### src/rtl/pipe_hazard_sched.sv
// pipe_hazard_sched: stage enable/clear and PC control for the 5-stage core,
// with interrupt drain, halt handling and saturating stall/flush statistics.
module pipe_hazard_sched #(
   parameter int CNT_W     = 32,
   parameter int DRAIN_CYC = 3
) (
   input  logic             clk,
   input  logic             rst,
   input  logic [4:0]       id_req_a,
   input  logic [4:0]       id_req_b,
   input  logic             id_uses_a,
   input  logic             id_uses_b,
   input  logic             id_skip_load_use,
   input  logic [4:0]       ex_req_w,
   input  logic             ex_r_datamem,
   input  logic             ex_mispredict,
   input  logic             ex_halt,
   input  logic             mem_busy,
   input  logic             intr_req,
   input  logic             resume,
   output logic             pc_en,
   output logic [1:0]       pc_sel,
   output logic             ps1_en,
   output logic             ps2_en,
   output logic             ps3_en,
   output logic             ps4_en,
   output logic             ps1_clear,
   output logic             ps2_clear,
   output logic             ps3_clear,
   output logic             ps4_clear,
   output logic             intr_ack,
   output logic             halted,
   output logic [CNT_W-1:0] stall_cnt,
   output logic [CNT_W-1:0] flush_cnt
);
   typedef enum logic [1:0] {RUN, DRAIN, VECTOR, HALT} state_t;
   state_t state, nxt;
   logic [3:0] dcnt, dcnt_nxt;
   logic [3:0] en, clr;
   logic       load_use, flush_inc, stall_inc;

   assign load_use = ex_r_datamem && ex_req_w != 5'd0 && !id_skip_load_use &&
                     ((id_uses_a && id_req_a == ex_req_w) || (id_uses_b && id_req_b == ex_req_w));

   // en/clr bit 0 is PS1 (IF/ID) through bit 3 PS4 (MEM/WB)
   always_comb begin
      nxt       = state;
      dcnt_nxt  = dcnt;
      en        = 4'b1111;
      clr       = 4'b0000;
      pc_en     = 1'b1;
      pc_sel    = 2'd0;
      flush_inc = 1'b0;
      case (state)
         RUN:
            if (mem_busy) begin
               en    = 4'b0000;
               pc_en = 1'b0;
            end else if (ex_mispredict) begin
               pc_sel    = 2'd1;
               en        = 4'b1100;
               clr       = 4'b0011;
               flush_inc = 1'b1;
            end else if (ex_halt) begin
               pc_en = 1'b0;
               en    = 4'b1100;
               clr   = 4'b0010;
               nxt   = HALT;
            end else if (intr_req) begin
               pc_en    = 1'b0;
               en       = 4'b1110;
               clr      = 4'b0001;
               dcnt_nxt = 4'(DRAIN_CYC - 1);
               nxt      = (DRAIN_CYC == 1) ? VECTOR : DRAIN;
            end else if (load_use) begin
               pc_en = 1'b0;
               en    = 4'b1100;
               clr   = 4'b0010;
            end
         DRAIN:
            if (mem_busy) begin
               en    = 4'b0000;
               pc_en = 1'b0;
            end else begin
               // a late mispredict still redirects so the saved return PC is correct
               pc_en     = ex_mispredict;
               pc_sel    = ex_mispredict ? 2'd1 : 2'd0;
               en        = ex_mispredict ? 4'b1100 : 4'b1110;
               clr       = ex_mispredict ? 4'b0011 : 4'b0001;
               flush_inc = ex_mispredict;
               dcnt_nxt  = dcnt - 4'd1;
               nxt       = (dcnt == 4'd1) ? VECTOR : DRAIN;
            end
         VECTOR:
            if (mem_busy) begin
               en    = 4'b0000;
               pc_en = 1'b0;
            end else begin
               pc_sel = 2'd2;
               en     = 4'b1110;
               clr    = 4'b0001;
               nxt    = RUN;
            end
         HALT:
            if (resume) nxt = RUN;
            else begin
               en    = 4'b0000;
               pc_en = 1'b0;
            end
      endcase
      stall_inc = (state == RUN || state == DRAIN) && !pc_en;
      if (rst) begin
         en     = 4'b0000;
         clr    = 4'b1111;
         pc_en  = 1'b0;
         pc_sel = 2'd0;
      end
   end

   assign {ps4_en, ps3_en, ps2_en, ps1_en}             = en;
   assign {ps4_clear, ps3_clear, ps2_clear, ps1_clear} = clr;

   always_ff @(posedge clk or posedge rst) begin
      if (rst) begin
         state     <= RUN;
         dcnt      <= 4'd0;
         intr_ack  <= 1'b0;
         halted    <= 1'b0;
         stall_cnt <= '0;
         flush_cnt <= '0;
      end else begin
         state    <= nxt;
         dcnt     <= dcnt_nxt;
         intr_ack <= state == VECTOR && !mem_busy;
         halted   <= nxt == HALT;
         if (stall_inc && stall_cnt != '1) stall_cnt <= stall_cnt + CNT_W'(1);
         if (flush_inc && flush_cnt != '1) flush_cnt <= flush_cnt + CNT_W'(1);
      end
   end
endmodule

### config.mk
export PLATFORM = sky130hd
export DESIGN_NAME = pipe_hazard_sched
export DESIGN_NICKNAME = d
export VERILOG_FILES = /design/src/rtl/pipe_hazard_sched.sv
export SDC_FILE = /design/constraint.sdc
export NUM_CORES = 1
export LEC_CHECK = 0
export CAP_MARGIN = 25
export CORE_AREA = 8 8 95 97
export DETAILED_ROUTE_END_ITERATION = 10
export DIE_AREA = 0 0 103 105
export PLACE_DENSITY = 0.84
export SKIP_CTS_REPAIR_TIMING = 1
export SYNTH_ARGS = -nofsm -noshare
export SYNTH_HDL_FRONTEND = slang
export SYNTH_SLANG_ARGS = --single-unit
### constraint.sdc
create_clock -name clk -period 12.4 [get_ports clk]
set_input_delay 3.72 -clock clk [delete_from_list [all_inputs] [get_ports clk]]
set_output_delay 3.72 -clock clk [all_outputs]
set_load 0.05 [all_outputs]
Yosys cells after proc, flatten, opt, wreduce, memory -nomap -nowiden
Cells that the tools add are included.
Word-level totals
  register bits: 72
  bits of input ports: 26
  output and inout port bits: 77
  logic and storage cells: 96
Cells by class
  $add $sub $neg: 3
  eq/ne operators: 14
  mux-type cells: 54
  reductions and logical operators: 19
Operators with widths (number)
  32-bit by 1-bit adder with 32-bit output, second input constant: 2
  32-bit != test, second input constant: 2
  2-bit 2-to-1 mux: 22
  4-bit 2-to-1 mux: 11
  4-bit one-hot mux with 4 select lines: 1
  1-bit 2-to-1 mux: 14
  5-bit == test: 2
  2-bit != test, second input constant: 5
  1-bit logical AND: 9
  2-bit one-hot mux with 4 select lines: 1
  4-bit one-hot mux with 2 select lines: 1
  2-bit == test, second input constant: 3
  2-bit one-hot mux with 3 select lines: 1
  6-bit AND reduction: 1
  5-bit nonzero test: 1
  4-bit by 1-bit == test with 1-bit output, second input constant: 1
  1-bit one-hot mux with 4 select lines: 1
  2-bit one-hot mux with 2 select lines: 1
  4-bit by 1-bit subtractor with 4-bit output, second input constant: 1
  1-bit logical NOT: 3
  2-bit by 1-bit == test with 1-bit output, second input constant: 1
  2-bit logical NOT: 1
  1-bit logical OR: 2
  1-bit one-hot mux with 2 select lines: 1
  other kinds (2): 2

Depth between registers and ports, before layout
Gate-level depths: netlist of the first run.
  depth after elaboration: 13
  mapped depth: 8
  gate-level depth less buffers: 7

Worst setup path before layout of the first run
Ideal clock, no wire load.
  path type: input to output
  start: input rst
  end: output ps1_clear
  arrival: 6.641 ns
  data required time: 8.680 ns
  slack: 2.039 ns
  cell stages on the path: 3
  path buffers: 1
  cell sequence: clkbuf_1 > inv_1 > o21ai_0
On the way
  cells in the longest elaborated chain, start to end: 1
RTL lines
  start: declaration: line 8  | input logic rst,
  4-bit 2-to-1 mux: line 112  | if (rst) begin
  end: declaration: line 27  | output logic ps1_clear,
Every way passes these cells.

Worst setup path after layout of the first run
  start: input mem_busy
  end: output pc_en
On the way
  cells in the longest elaborated chain, start to end: 3
  elaborated cells between the ends (all ways): 5
  those cells by class: 5 x mux
RTL lines
  start: declaration: line 18  | input logic mem_busy,
  1-bit 2-to-1 mux, on equally long branches: line 95, 56, 81
  1-bit one-hot mux with 4 select lines (*): line 54  | case (state)
  1-bit 2-to-1 mux (*): line 112
  end: declaration: line 21  | output logic pc_en,
Mark *: on every way between the ends. The rest lies on a longest branch, timed or not.

==> impl_metrics.yaml, run 1 <==
synth:
  synth_nets: 429
  ys_top_cells_by_count: "dfrtp_1, nand2_1, xnor2_1"
  yosys_warnings: 0
  seq_area_frac_synth_pct: 47.0
  synth_area_leaders: "dfrtp_1, xnor2_1, xor2_1, nand2_1, nand3_1"
  synth_edf_count: 0
  netlist_instances: 399
  yosysMostFrequentCell: "dfrtp_1"
  synth_ff_type: "dfrtp_1"
  async_flop_share_pct: 100
  ys_ff_latch: 72
  yosys.area.top_type: "dfrtp_1"
  syn_avg_cell_area_sq_um: 9.61
  netlist_area_sq_um: 3830
  synth_top_area_share_pct: 47.0
  synth.distinct_cells: 51
floorplanning:
  num_io_pins: 103
  core.rowCount: 32
  die_area_sq_um: 10800
  die_x_um: 103
  core_area_sq_um: 7530
  initial_utilization_pct: 50.9
  die_h_um: 105
clock_network:
  numCtsBuffers: 9
  cts_tree: "done"
  clockBufferDepth: 2
  path_clk_slew_ps: 80
  cts_root_buf: "clkbuf_8"
  clkLatencyLatePin_ps: 340
  clock_sinks: 72
  htree_levels: 3
power:
  leakage_nw: 2.18
  irDropWorstVdd_mv: 0.174
  powerDensity_nw_per_um2: 150
outcome:
  status: "complete, no violations"
setup_path:
  r2r_start: "stall_cnt[0]$_DFFE_PP0P_"
  end_kind: "output port"
  cp-endpoint: "pc_en"
  arrival_ps: 6140
  critPathBufInv: 2
  cp_cell_sequence: "clkdlybuf4s50_1 > nor2_1 > a221oi_1 > o21ai_0 > nor2_1 > a211oi_1 > clkdlybuf4s50_1"
  required_ps: 8680
  start_kind: "input pin"
  critical-path-top-delay-family: "buffers and inverters"
  slowest_delay_ps: 840
  timing.rr.end: "stall_cnt[9]$_DFFE_PP0P_"
  r2r_cells: 7
  crit_path_top_delay_cell: "clkdlybuf4s50_1"
  path_max_fanout: 9
  rrSetupSlack_ps: 9830
  cp.depth: 7
  startpoint: "mem_busy"
  path_class: "in -> out"
detailed_routing:
  avgViaCountPerCell: 5.63
  routed_wl_mm: 10.3
  drtPass1Iterations: 5
  drc: 0
  via_count: 3413
  drtAntennaViolNets: 0
  drt_iter0_markers: 162
  wl_per_cell_um: 17.0
cells_and_area:
  drive_above_1_share_pct: 5.95
  fill_cells: 626
  diodes: 0
  final_nets: 529
  stdcell_count: 606
  fin_util_pct: 68.0
  area_delta_synth_final_pct: 33.5
global_route:
  grt_use_met1_pct: 22.9
  grt_pass1_vias: 3528
  grt_overflow: 0
  grt_pass1_wl_mm: 16.8
  grt_usage_pct: 19.2
  grt.busiest_layer: "met2"
  grtUsageMet3_pct: 5.71
  antenna_found_initial: 0
  grt_max_degree: 74
  grt.met2_usage_pct: 30.9
timing:
  skew_ps: 7.68
  fin_tns_setup_ps: 0
  rsz0062_at_grt: "no"
  tightest_slew_ps: 912
  min_period_ps: 9860
  fin_crit_sh_pct: 79.5
  setup_viol: 0
  timing.final.ws_setup_ps: 2540
  hold_viol: 0
  timing.slew.headroom_pct: 39.2
  final_max_slew_viol_count: 0
  max_freq_mhz: 101
placement:
  place_inst: 590
  io_buffers: 102
  dp_slack_ps: 2480
  place_congestion: 0.842
  dp.final_hpwl_mm: 7.58
min_path:
  hp-class: "reg -> reg"
flow_run:
  drv_cap: 0
==> sequential cells by signal, indices dropped and copies added (netlist names) <==
signal	cells
flush_cnt	32
stall_cnt	32
dcnt	4
state	2
halted	1
intr_ack	1
==> placed cells by master, fill, tap and decap left out, types with 3 or more instances in the layout <==
| cell type | netlist | routed |
|---|---|---|
| xor2_1 | 29 | 29 |
| or4_1 | 3 | 3 |
| nor2_1 | 34 | 34 |
| inv_1 | 10 | 9 |
| nor4_1 | 4 | 4 |
| nand2_1 | 44 | 44 |
| a21oi_1 | 7 | 7 |
| clkbuf_8 | 0 | 10 |
| a21o_1 | 3 | 3 |
| o21ai_0 | 7 | 7 |
| dfrtp_1 | 72 | 72 |
| nor3_1 | 23 | 23 |
| nand4_1 | 22 | 22 |
| and3_1 | 9 | 9 |
| and4_1 | 5 | 5 |
| nand3_1 | 30 | 30 |
| ha_1 | 4 | 4 |
| xnor2_1 | 41 | 41 |
| clkdlybuf4s50_1 | 0 | 102 |
| mux2_2 | 3 | 3 |
==> kinds of logic (layout without fill, tap and decap cells) <==
kind of cell	count (synthesis)	count (layout)	synth area share, %
and+or+nand+nor	191	191	25.6
xor gates and xnor gates	70	70	16.0
buffers and inverters	25	130	3.04
adders and majority gates	4	4	1.31
muxes	4	4	1.27
AOI/OAI and AO/OA	33	33	5.84
DFF	72	72	47.0
==> where the power goes <==
group | switching (mW) | total (mW) | internal (mW) | leakage, nW
combinational | 0.173 | 0.270 | 0.0970 | 1.13
sequential | 0.0460 | 0.309 | 0.263 | 0.957
clock | 0.0882 | 0.186 | 0.0982 | 0.0993
==> how the worst min path moves through the flow <==
stage                                          from                   endpoint  slack [ps]  cells after the start
after detailed placement   stall_cnt[9]$_DFFE_PP0P_   stall_cnt[9]$_DFFE_PP0P_         480                      1
final                      stall_cnt[9]$_DFFE_PP0P_   stall_cnt[9]$_DFFE_PP0P_         500                      1
after global placement    flush_cnt[22]$_DFFE_PP0P_  flush_cnt[22]$_DFFE_PP0P_         480                      1
after CTS                  stall_cnt[9]$_DFFE_PP0P_   stall_cnt[9]$_DFFE_PP0P_         500                      1
after global routing       stall_cnt[9]$_DFFE_PP0P_   stall_cnt[9]$_DFFE_PP0P_         520                      1
after floorplan                 dcnt[2]$_DFFE_PP0P_        dcnt[2]$_DFFE_PP0P_         460                      1
==> through the flow <==
| stage | hold slack (ps) | instance area [sq um] | power, mW |
|---|---|---|---|
| after CTS | 496 | 5120 | 0.769 |
| after detailed placement | 481 | 4920 | 0.583 |
| after floorplan | 465 | 3830 | 0.495 |
| after global routing | 522 | 5120 | 0.799 |
| final | 498 | 5120 | 0.765 |
| after global placement | 479 | 4920 | 0.572 |
==> cell type report <==
type	count	area [sq um]	share of cell area, %
inverters	10	37.5	0.734
repair buffers	104	1040	20.2
flip-flops and latches	72	1800	35.2
multi-input cells	302	1920	37.4
clock inverters	5	56.3	1.10
well taps	102	128	2.49
clock buffers	11	141	2.76
==> worst reg2reg max path, delay by kind of cell, from the launching register on <==
| kind | cells | cell delay [ps] |
|---|---|---|
| adder cells (fa/ha/maj) | 1 | 260 |
| flip-flops | 1 | 410 |
| XOR/XNOR | 1 | 170 |
| AND/OR/NAND/NOR | 5 | 1630 |
==> per-layer routing <==
layer,vias up,part of all wire (%)
met5,-,0
met4,0,1.9
met3,18,9.2
met2,141,48
met1,1659,41
li1,1595,-
Note: power is estimated with default switching activity, not from simulation.
==> run 2: changes to the inputs <==
--- a/config.mk
+++ b/config.mk
@@ -6,10 +6,10 @@
 export NUM_CORES = 1
 export LEC_CHECK = 0
 export CAP_MARGIN = 25
-export CORE_AREA = 8 8 95 97
+export CORE_AREA = 8 8 98 100
 export DETAILED_ROUTE_END_ITERATION = 10
-export DIE_AREA = 0 0 103 105
-export PLACE_DENSITY = 0.84
+export DIE_AREA = 0 0 106 108
+export PLACE_DENSITY = 0.79
 export SKIP_CTS_REPAIR_TIMING = 1
 export SYNTH_ARGS = -nofsm -noshare
 export SYNTH_HDL_FRONTEND = slang
==> constraint.sdc (replaced) <==
create_clock -name clk -period 9.8 [get_ports clk]
set_input_delay 2.94 -clock clk [delete_from_list [all_inputs] [get_ports clk]]
set_output_delay 2.94 -clock clk [all_outputs]
set_load 0.05 [all_outputs]
==> run 2 against run 1 <==
Against the previous run: combinational power up 24%; critical path type unchanged; via count down 3.4%; highest routed layer unchanged; clock skew up 6.2 ps; clock-buffer cell count down 2; largest power group unchanged; largest cell class unchanged; non-clock buffer count unchanged.
==> impl_metrics.yaml, run 2 (same netlist as run 1, synthesis figures left out) <==
outcome:
  status: "complete, no violations"
clock_network:
  cts_tree: "done"
  clkLatencyLatePin_ps: 340
  clockBufferDepth: 2
  htree_levels: 3
  clock_sinks: 72
  cts_root_buf: "clkbuf_8"
  numCtsBuffers: 9
  path_clk_slew_ps: 90
setup_path:
  end_kind: "output port"
  required_ps: 6860
  startpoint: "mem_busy"
  start_kind: "input pin"
  r2r_start: "stall_cnt[0]$_DFFE_PP0P_"
  cp_cell_sequence: "clkdlybuf4s50_1 > nor2_1 > a221oi_1 > o21ai_0 > nor2_1 > a211oi_1 > clkdlybuf4s50_1"
  slowest_delay_ps: 850
  cp-endpoint: "pc_en"
  path_max_fanout: 9
  arrival_ps: 5340
  path_class: "in -> out"
  timing.rr.end: "stall_cnt[9]$_DFFE_PP0P_"
  rrSetupSlack_ps: 7240
  crit_path_top_delay_cell: "clkdlybuf4s50_1"
  r2r_cells: 7
cells_and_area:
  reg.largest.list: "flush_cnt x32, stall_cnt x32, dcnt x4"
  fill_cells: 696
  diodes: 0
  final_cell_mix: "clkdlybuf4s50_1, dfrtp_1, nand2_1"
  area_delta_synth_final_pct: 34.1
  drive_above_1_share_pct: 6.15
  final_nets: 529
  final_common_cell: "clkdlybuf4s50_1"
detailed_routing:
  drt_iter0_markers: 108
  drtPass1Iterations: 4
  via_count: 3296
  drtAntennaViolNets: 0
  drc: 0
  wl_per_cell_um: 16.1
  avgViaCountPerCell: 5.41
  routed_wl_mm: 9.81
power:
  powerDensity_nw_per_um2: 191
  irDropWorstVdd_mv: 0.188
  leakage_nw: 2.19
timing:
  timing.slew.headroom_pct: 42.4
  setup_viol: 0
  tightest_slew_ps: 864
  rsz0062_at_grt: "no"
  timing.final.ws_setup_ps: 1520
  fin_crit_sh_pct: 84.5
  max_freq_mhz: 121
  skew_ps: 13.9
  fin_tns_setup_ps: 0
  min_period_ps: 8280
  hold_viol: 0
  final_max_slew_viol_count: 0
global_route:
  grt.met2_usage_pct: 27.2
  grtUsageMet3_pct: 5.71
  grt.busiest_layer: "met2"
  antenna_found_initial: 0
  grt_max_degree: 69
  grt_pass1_vias: 3290
  grt_pass1_wl_mm: 16.3
  grt_use_met1_pct: 22.6
  grt_overflow: 0
  grt_usage_pct: 17.4
floorplanning:
  die_area_sq_um: 11400
  core.rowCount: 33
  num_io_pins: 103
  die_h_um: 108
  die_x_um: 106
  initial_utilization_pct: 47.6
  core_area_sq_um: 8050
placement:
  place_congestion: 0.855
  dp_slack_ps: 1490
  dp.final_hpwl_mm: 7.37
  io_buffers: 102
flow_run:
  drv_cap: 0
min_path:
  hp-class: "reg -> reg"
-- run 2: cell types whose count changed in the layout (fill, tap and decap cells not counted) --
cell | previous run | this run
inv_6 | 0 | 1
clkbuf_1 | 1 | 0
bufinv_16 | 1 | 2
clkbuf_8 | 10 | 9
-- run 2: layer usage --
layer | routed length (um) | share of wire, %
met5 | 0 | 0
met3 | 720 | 7.3
met2 | 4640 | 47
met1 | 4390 | 45
met4 | 71 | 0.72
-- run 2: per-stage QoR --
step / power (mW) / util [%] / area, sq um / cells / hold slack (ps)
3_3_place_gp: 0.725 / 61.1 / 4920 / 593 / 476
4_1_cts: 0.991 / 63.9 / 5140 / 609 / 501
3_5_place_dp: 0.733 / 61.1 / 4920 / 593 / 484
6_report: 0.982 / 63.9 / 5140 / 609 / 503
5_1_grt: 1.04 / 63.9 / 5140 / 609 / 529
2_1_floorplan: 0.626 / - / 3830 / 399 / 465
-- run 2: report_power, final --
group	leakage, nW	total [mW]	internal [mW]	switching, mW
registers	0.957	0.390	0.333	0.0570
clock network	0.110	0.256	0.144	0.113
logic	1.13	0.336	0.123	0.213
total	2.19	0.982	0.599	0.383
-- run 2: worst min-delay path by stage --
stage	startpoint	to	cells after the start
after CTS	stall_cnt[27]$_DFFE_PP0P_	stall_cnt[27]$_DFFE_PP0P_	1
after detailed placement	flush_cnt[22]$_DFFE_PP0P_	flush_cnt[22]$_DFFE_PP0P_	1
after global placement	flush_cnt[22]$_DFFE_PP0P_	flush_cnt[22]$_DFFE_PP0P_	1
after floorplan	dcnt[2]$_DFFE_PP0P_	dcnt[2]$_DFFE_PP0P_	1
after global routing	stall_cnt[27]$_DFFE_PP0P_	stall_cnt[27]$_DFFE_PP0P_	1
final	stall_cnt[27]$_DFFE_PP0P_	stall_cnt[27]$_DFFE_PP0P_	1
-- run 2: worst max-delay path: cells and delay by family --
kind	cells	cell delay, ps
compound gates	3	660
simple gates	2	340
buf+inv	2	1400
-- run 2: final cells by class --
| type | instances | area [sq um] | area share [%] |
|---|---|---|---|
| Timing Repair Buffer | 104 | 1040 | 20.2 |
| Clock buffer | 9 | 124 | 2.41 |
| Sequential cell | 72 | 1800 | 35.0 |
| Clock inverter | 7 | 95.1 | 1.85 |
| Inverter | 10 | 37.5 | 0.730 |
| Multi-Input combinational cell | 302 | 1920 | 37.3 |
| Tap cell | 105 | 131 | 2.56 |
